### src/rtl/sram_arbiter_pkg.sv
// sram_pkg: shared definitions for the SRAM frontend arbiter.
//   state_e   - arbiter FSM states
//   REQ_A/B   - requester ids (A = programmer loader, B = core data path)
//   BE_*      - byte-enable encodings forwarded to the frontend
package sram_pkg;

  typedef enum logic [1:0] {
    IDLE  = 2'd0,
    ISSUE = 2'd1,
    WAIT  = 2'd2
  } state_e;

  localparam logic REQ_A = 1'b0;
  localparam logic REQ_B = 1'b1;

  localparam logic [1:0] BE_LO   = 2'b01;
  localparam logic [1:0] BE_HI   = 2'b10;
  localparam logic [1:0] BE_WORD = 2'b11;

endpackage

### src/rtl/sram_arbiter_rr_arbiter2.sv
// rr_arbiter2: two-way round-robin arbiter.
//   clk, rst    - clock, async active-high reset
//   req[1:0]    - request vector, bit 0 = A, bit 1 = B
//   advance     - commit the current grant into last_grant
//   gnt[1:0]    - one-hot grant (0 when no request)
//   last_grant  - most recently committed winner (resets to B so A wins first tie)
module rr_arbiter2
  import sram_pkg::*;
(
  input  logic       clk,
  input  logic       rst,
  input  logic [1:0] req,
  input  logic       advance,
  output logic [1:0] gnt,
  output logic       last_grant
);

  logic last_grant_q, last_grant_d;

  always_comb begin
    gnt = 2'b00;
    case (req)
      2'b01:   gnt = 2'b01;
      2'b10:   gnt = 2'b10;
      2'b11:   gnt = (last_grant_q == REQ_B) ? 2'b01 : 2'b10;
      default: gnt = 2'b00;
    endcase
  end

  always_comb begin
    last_grant_d = last_grant_q;
    if (advance) last_grant_d = gnt[1] ? REQ_B : REQ_A;
  end

  always_ff @(posedge clk or posedge rst) begin
    if (rst) last_grant_q <= REQ_B;
    else     last_grant_q <= last_grant_d;
  end

  assign last_grant = last_grant_q;

endmodule

### src/rtl/sram_arbiter.sv
// sram_arbiter: shares one SRAM frontend between requester A (loader) and
// requester B (core). Round-robin, one transaction outstanding, timeout
// forces an error completion if the frontend hangs.
//   a_*/b_*  - requester ports: valid/ready accept, rvalid/rdata/err completion
//   m_*      - frontend port: valid/ready issue, done/rdata completion
//   busy     - FSM not idle
module sram_arbiter
  import sram_pkg::*;
#(
  parameter int ADDR_WIDTH     = 32,
  parameter int DATA_WIDTH     = 16,
  parameter int TIMEOUT_CYCLES = 64
) (
  input  logic                  clk,
  input  logic                  rst,
  input  logic                  a_valid,
  output logic                  a_ready,
  input  logic                  a_write,
  input  logic [ADDR_WIDTH-1:0] a_addr,
  input  logic [DATA_WIDTH-1:0] a_wdata,
  input  logic [1:0]            a_be,
  output logic                  a_rvalid,
  output logic [DATA_WIDTH-1:0] a_rdata,
  output logic                  a_err,
  input  logic                  b_valid,
  output logic                  b_ready,
  input  logic                  b_write,
  input  logic [ADDR_WIDTH-1:0] b_addr,
  input  logic [DATA_WIDTH-1:0] b_wdata,
  input  logic [1:0]            b_be,
  output logic                  b_rvalid,
  output logic [DATA_WIDTH-1:0] b_rdata,
  output logic                  b_err,
  output logic                  m_valid,
  input  logic                  m_ready,
  output logic                  m_write,
  output logic [ADDR_WIDTH-1:0] m_addr,
  output logic [DATA_WIDTH-1:0] m_wdata,
  output logic [1:0]            m_be,
  input  logic                  m_done,
  input  logic [DATA_WIDTH-1:0] m_rdata,
  output logic                  busy
);

  localparam int              CW       = (TIMEOUT_CYCLES > 0) ? $clog2(TIMEOUT_CYCLES + 1) : 1;
  localparam logic [CW-1:0]   CNT_LAST = CW'(TIMEOUT_CYCLES - 1);
  localparam bit              TO_EN    = (TIMEOUT_CYCLES > 0);

  state_e                  state_q, state_d;
  logic                    write_q, write_d;
  logic [ADDR_WIDTH-1:0]   addr_q, addr_d;
  logic [DATA_WIDTH-1:0]   wdata_q, wdata_d;
  logic [1:0]              be_q, be_d;
  logic [CW-1:0]           cnt_q, cnt_d, cnt_inc;
  logic                    a_rv_q, a_rv_d, b_rv_q, b_rv_d;
  logic                    err_q, err_d;
  logic [DATA_WIDTH-1:0]   rdata_q, rdata_d;
  logic [1:0]              gnt;
  logic                    owner;
  logic                    accept;
  logic                    expired;

  // last_grant is committed at accept rather than at completion: the arbiter
  // only consults it in IDLE, which is re-entered only after completion, so
  // the register doubles as the owner latch.
  rr_arbiter2 u_arb (
    .clk        (clk),
    .rst        (rst),
    .req        ({b_valid, a_valid}),
    .advance    (accept),
    .gnt        (gnt),
    .last_grant (owner)
  );

  assign accept  = (state_q == IDLE) && (gnt != 2'b00);
  assign cnt_inc = (cnt_q == '1) ? cnt_q : cnt_q + 1'b1;
  assign expired = TO_EN && (cnt_q == CNT_LAST);

  always_comb begin
    state_d = state_q;
    write_d = write_q;
    addr_d  = addr_q;
    wdata_d = wdata_q;
    be_d    = be_q;
    cnt_d   = cnt_q;
    a_rv_d  = 1'b0;
    b_rv_d  = 1'b0;
    err_d   = 1'b0;
    rdata_d = '0;
    case (state_q)
      IDLE: begin
        if (accept) begin
          write_d = gnt[1] ? b_write : a_write;
          addr_d  = gnt[1] ? b_addr  : a_addr;
          wdata_d = gnt[1] ? b_wdata : a_wdata;
          be_d    = gnt[1] ? b_be    : a_be;
          cnt_d   = '0;
          state_d = ISSUE;
        end
      end
      ISSUE: begin
        cnt_d = cnt_inc;
        if (expired) begin
          state_d = IDLE;
          a_rv_d  = (owner == REQ_A);
          b_rv_d  = (owner == REQ_B);
          err_d   = 1'b1;
        end else if (m_ready) begin
          state_d = WAIT;
        end
      end
      WAIT: begin
        cnt_d = cnt_inc;
        // m_done takes priority over a simultaneous expiry
        if (m_done || expired) begin
          state_d = IDLE;
          a_rv_d  = (owner == REQ_A);
          b_rv_d  = (owner == REQ_B);
          err_d   = !m_done;
          rdata_d = (m_done && !write_q) ? m_rdata : '0;
        end
      end
      default: state_d = IDLE;
    endcase
  end

  always_ff @(posedge clk or posedge rst) begin
    if (rst) begin
      state_q <= IDLE;
      write_q <= 1'b0;
      addr_q  <= '0;
      wdata_q <= '0;
      be_q    <= '0;
      cnt_q   <= '0;
      a_rv_q  <= 1'b0;
      b_rv_q  <= 1'b0;
      err_q   <= 1'b0;
      rdata_q <= '0;
    end else begin
      state_q <= state_d;
      write_q <= write_d;
      addr_q  <= addr_d;
      wdata_q <= wdata_d;
      be_q    <= be_d;
      cnt_q   <= cnt_d;
      a_rv_q  <= a_rv_d;
      b_rv_q  <= b_rv_d;
      err_q   <= err_d;
      rdata_q <= rdata_d;
    end
  end

  assign a_ready  = (state_q == IDLE) && gnt[0];
  assign b_ready  = (state_q == IDLE) && gnt[1];
  assign m_valid  = (state_q == ISSUE);
  assign busy     = (state_q != IDLE);
  assign m_write  = write_q;
  assign m_addr   = addr_q;
  assign m_wdata  = wdata_q;
  assign m_be     = be_q;
  assign a_rvalid = a_rv_q;
  assign b_rvalid = b_rv_q;
  assign a_err    = a_rv_q & err_q;
  assign b_err    = b_rv_q & err_q;
  assign a_rdata  = a_rv_q ? rdata_q : '0;
  assign b_rdata  = b_rv_q ? rdata_q : '0;

endmodule

### config.mk
export PLATFORM = sky130hd
export DESIGN_NAME = sram_arbiter
export DESIGN_NICKNAME = d
export VERILOG_FILES = /design/src/rtl/sram_arbiter_pkg.sv /design/src/rtl/sram_arbiter_rr_arbiter2.sv /design/src/rtl/sram_arbiter.sv
export SDC_FILE = /design/constraint.sdc
export NUM_CORES = 1
export LEC_CHECK = 0
export CORE_AREA = 2 2 84 86
export DETAILED_ROUTE_END_ITERATION = 12
export DIE_AREA = 0 0 86 88
export DONT_BUFFER_PORTS = 1
export GPL_TIMING_DRIVEN = 1
export PLACE_DENSITY_LB_ADDON = 0.12
export SYNTH_ARGS = -nofsm -noshare
export SYNTH_HDL_FRONTEND = slang
export SYNTH_SLANG_ARGS = --single-unit
### constraint.sdc
create_clock -name clk -period 5.4 [get_ports clk]
set_input_delay 0.54 -clock clk [delete_from_list [all_inputs] [get_ports clk]]
set_output_delay 0.54 -clock clk [all_outputs]
set_load 0.005 [all_outputs]
### Word-level counts from Yosys, hierarchy flattened

Index checks and enable logic that the tools add are counted.

* register bits after elaboration: 80
* bits of input ports: 124
* output and inout bits: 91
* logic and storage cells: 70

* add/sub/neg operators: 1
* equality and inequality tests: 11
* muxes and demuxes: 29
* bitwise logic cells: 3
* reduce and logical (&&, ||, !) cells: 15

Operators with widths (number)
* $mux W16: 6
* $mux W32: 1
* $mux W7: 2
* $pmux W7 S2: 1
* $mux W2: 6
* $pmux W2 S3: 2
* $mux W1: 8
* $add A7 B1 Y7 const B: 1
* $eq A7 B6 Y1 const B: 1
* $eq A7 B7 Y1 const B: 1
* $eq A2 B2 Y1 const B: 3
* $ne A2 B2 Y1 const B: 3
* $pmux W1 S2: 3
* $reduce_and A3 Y1: 2
* $reduce_bool A2 Y1: 3
* $eq A2 B1 Y1 const B: 2
* $logic_and A1 B1 Y1: 4
* $ne A3 B1 Y1 const B: 1
* $and A1 B1 Y1: 2
* $logic_not A1 Y1: 2
* $logic_not A2 Y1: 1
* $reduce_and A2 Y1: 1
* $reduce_or A2 Y1: 1
* $logic_or A1 B1 Y1: 1
* $not A1 Y1: 1

### Logic depth before layout (Yosys ltp)

* depth in word-level cells: 6
* gate-level depth with buffers: 7
* gate-level depth less buffers: 6

### By module

From an unflattened synthesis, not the netlist that was laid out.

* cell total of the unflattened synthesis: 371
* area, all modules: 3898.7 um^2

By module, submodules not included
* sram_arbiter: times used 1, cells each 365, area an instance 3831.2 um^2, sequential area each 1976.9 um^2
* rr_arbiter2: times used 1, cells each 6, area an instance 67.6 um^2, sequential area each 26.3 um^2

### Worst setup path after synthesis

Ideal clock, no wire load.

* kind: register to output
* from: reg state_q[0]
* to: out a_ready
* arrival time: 1.272 ns
* required time: 4.860 ns
* setup slack: 3.588 ns
* stages on the path, launching flop included: 6
* path buffers: 1
* cell sequence: dfrtp_1 > inv_1 > ha_1 > o21ai_2 > nor2_2 > buf_4

* cells in the longest elaborated chain, start to end: 2

Ends and longest elaborated chain
* from (decl): line sram_arbiter.sv:49 `state_e state_q, state_d;`
* from (signal assigned): line sram_arbiter.sv:140 `state_q <= state_d;`
* $logic_not A2 Y1: line sram_arbiter.sv:153 `assign a_ready = (state_q == IDLE) && gnt[0];`
* $logic_and A1 B1 Y1: line sram_arbiter.sv:153
* to (decl): line sram_arbiter.sv:17 `output logic a_ready,`

Every way passes these cells.

### Worst setup path in the final report

* from: reg u_arb.last_grant_q (netlist: u_arb.last_grant)
* to: out b_ready

* cells in the longest elaborated chain, start to end: 3

Ends and longest elaborated chain
* from (decl): line sram_arbiter_rr_arbiter2.sv:18 `logic last_grant_q, last_grant_d;`
* from (signal assigned): line sram_arbiter_rr_arbiter2.sv:37 `else last_grant_q <= last_grant_d;`
* $mux W2: line sram_arbiter_rr_arbiter2.sv:25 `2'b11: gnt = (last_grant_q == REQ_B) ? 2'b01 : 2'b10;`
* $pmux W2 S3: line sram_arbiter_rr_arbiter2.sv:22 `case (req)`
* $logic_and A1 B1 Y1: line sram_arbiter.sv:154 `assign b_ready = (state_q == IDLE) && gnt[1];`
* to (decl): line sram_arbiter.sv:26 `output logic b_ready,`

Every way passes these cells.

==> metrics <==
Layout Skew=~0.012 ns; CTS Buf Count=9; kind of critical path=flop to primary output; row count=30; final wirelength=about 8.3 mm; Avg Synthesized Cell Area=10.87 sq um; Levels on crit path=2; boundary pin count=215; RSZ-0062 raised after global routing=no; Routed WL per cell=around 20 microns; hold crit path type=input pin to flop; Pre-antenna DRT Iters=7; Power, Total=0.002097 W; post-synthesis register bit count=80; Max-Cap Viols=0; detailed placement HPWL=around 6 mm; H-tree levels=3; share of layout cells above drive strength 1=0.07879; Multi-input gate area=between 0.001 and 0.0015 sq mm; die area=roughly 0.0076 sq mm; Seq. cell area=0.002003 sq mm; post-route antenna net violation count=0; initial DRC count=between 200 and 250; hold path depth=1; Crit Path Max Fanout=38; CP top delay family=compound AO/OA/AOI/OAI gates; Gates resized, CTS repair=0; Layout fillers=590; Slew @ Worst Pin=about 1.1 ns; vias per inst=~6.2; hold-fix buffers at CTS=0; Critical Path RT=between 4 and 5 ns; Die X=~86 microns; drt drc=0; sequence of cells on the critical path=a21boi_2, and2_4; final hold violation count=0; Tmin final=about 2.7 ns; net count reported at finish=454; Ys Warns=0; fin crit share=0.4979; Reg clk slew, reported paths=approximately 0.080 ns; Clock Path Buffers=2; first-pass GRT wire length=about 12 mm; clock sink total=80; slowest cell on the critical path=a21boi_2; WP buf/inv=0; CTS tree=built; CP Capture Type=primary output; Placeable Area=between 0.006 and 0.007 sq mm; Die Y=a little under 90 microns; GRT Util Overall=0.2072; P_leak=between 1.5 and 2 nW; Starting Density=0.5429; antenna violations before repair=0; setup_tns=0 ns; Area Growth Syn to Fin=6.278%; Gate Count Post-Synth=roughly 330; Slowest Stage Delay on Critical Path=0.82 ns; Buffers on Ports=0; diode count=0; Post-Syn Nets=460; largest net degree at the start of global routing=81; final setup fails=0; GR Overflow Total=0; clk root buf=clkbuf_8; routability cong.=slightly above 0.7; Clk Latency, worst-skew pair=~0.35 ns; routed vias=approximately 2600; Critical Path Source Type=flop; Slew Limit Fails=0; worst path arrival time=roughly 2.2 ns; FF-to-FF path depth=5; post-CTS setup repair buffer count=0; post-synth cell types=35; vias in the first global route=between 2000 and 2500; worst vdd ir=0.2743 mV; maximum clock frequency=about 370 MHz; slew margin rel.=0.2610; status=completed; pwr dens=around 550 mW/mm^2; Mapped Area=0.003607 sq mm; post-synthesis sequential area ratio=0.5553
-- worst reg2reg max path: cells and delay by family, from the launching register on --
kind,cells,cell delay (ns)
simple gates,1,0.03
flops,1,0.40
buf+inv,2,0.36
compound gates,2,1.24
-- metal layers --
metal  GRT usage  wire length, microns
met1      0.2517                  3072
met2      0.3411                  4246
met3     0.06880                   840
met4     0.08658                   130
met5           0                     0
-- layout make-up --
cell class / count / share of cell area
clock buffers: 9 / 0.03231
clock inverters: 6 / 0.02219
inverters: 44 / 0.04341
multi-input cells: 188 / 0.3476
flip-flops and latches: 80 / 0.5225
well taps: 80 / 0.02611
repair buffers: 3 / 0.005875
-- final timing paths --
check	from	to	slack (ns)
worst max-delay path	u_arb.last_grant$_DFFE_PP1P_	b_ready	2.71
min in group asynchronous	rst	m_addr[31]$_DFFE_PP0P_	0.37
worst max register to register	u_arb.last_grant$_DFFE_PP1P_	m_wdata[13]$_DFFE_PP0P_	3.26
max in group asynchronous	rst	m_addr[7]$_DFFE_PP0P_	4.41
worst min-delay path	m_rdata[10]	rdata_q[10]$_DFF_PP0_	0.32
worst min register to register	cnt_q[0]$_DFFE_PP0P_	cnt_q[0]$_DFFE_PP0P_	0.51
-- synthesized netlist by cell type --
library cell  count  share of area
a31oi_1           2         0.0035
ha_1              4          0.014
or3b_1            1         0.0024
buf_6             4          0.012
buf_4             1         0.0021
clkbuf_1          8         0.0083
nor2_2            1         0.0017
mux2i_1          15          0.042
o2bb2ai_2         1         0.0042
dfstp_2           1         0.0073
inv_1            44          0.046
nand2b_1          3         0.0052
o21ai_0          10          0.014
o311a_1           1         0.0028
and3_1            1         0.0017
o21ai_1          12          0.017
a222oi_1         36           0.10
o21a_1            2         0.0042
or2_1             1         0.0017
a21boi_1          1         0.0021
o41ai_2           1         0.0045
nand4_1           1         0.0017
nor2_1            5         0.0052
and2_1           51          0.088
nor3b_1           1         0.0021
and2_4            1         0.0024
nand3_1           5         0.0069
a21oi_1           2         0.0028
dfrtp_1          79           0.55
buf_2             7         0.0097
o31ai_1           1         0.0021
or4_1             1         0.0021
nand2_1          25          0.026
o21ai_2           1         0.0024
a21o_1            2         0.0042
-- sequential cells by signal (all words and copies together), names as in the netlist --
register	flops
u_arb.last_grant	1
state_q	2
m_wdata	16
m_write	1
b_rvalid	1
cnt_q	7
m_addr	32
rdata_q	16
m_be	2
err_q	1
a_rvalid	1
-- cell usage in the layout (no fill, tap or decap), types with 9 or more instances in the layout --
cell	instances
a222oi_1	36
and2_1	51
clkbuf_8	9
dfrtp_1	79
inv_1	43
mux2i_1	15
nand2_1	25
o21ai_0	10
o21ai_1	12
-- stage by stage --
| stage | utilization | hold WS (ns) | cell area (sq um) | setup WS (ns) | instances |
|---|---|---|---|---|---|
| floorplan | - | 0.4730 | 3607 | 2.810 | 332 |
| global placement | 0.5456 | 0.4950 | 3625 | 2.915 | 395 |
| detailed placement | 0.5456 | 0.5000 | 3625 | 2.867 | 395 |
| CTS | 0.5770 | 0.3029 | 3834 | 2.662 | 410 |
| global route | 0.5770 | 0.2986 | 3834 | 2.534 | 410 |
| finish | 0.5770 | 0.3161 | 3834 | 2.711 | 410 |
-- cells by family after synthesis --
kind of cell | share of synthesized area
muxes | 0.04162
adders and majority gates | 0.01387
and+or+nand+nor | 0.1478
buffers and inverters | 0.07839
DFF | 0.5553
AOI/OAI and AO/OA | 0.1630
-- power breakdown --
group | total (W) | internal, W | switching, W
Combinational | 0.000602 | 0.000239 | 0.000363
Clock | 0.000466 | 0.000256 | 0.000210
Sequential | 0.00103 | 0.000827 | 0.000202
No activity file was read; power rests on OpenSTA's default activity.
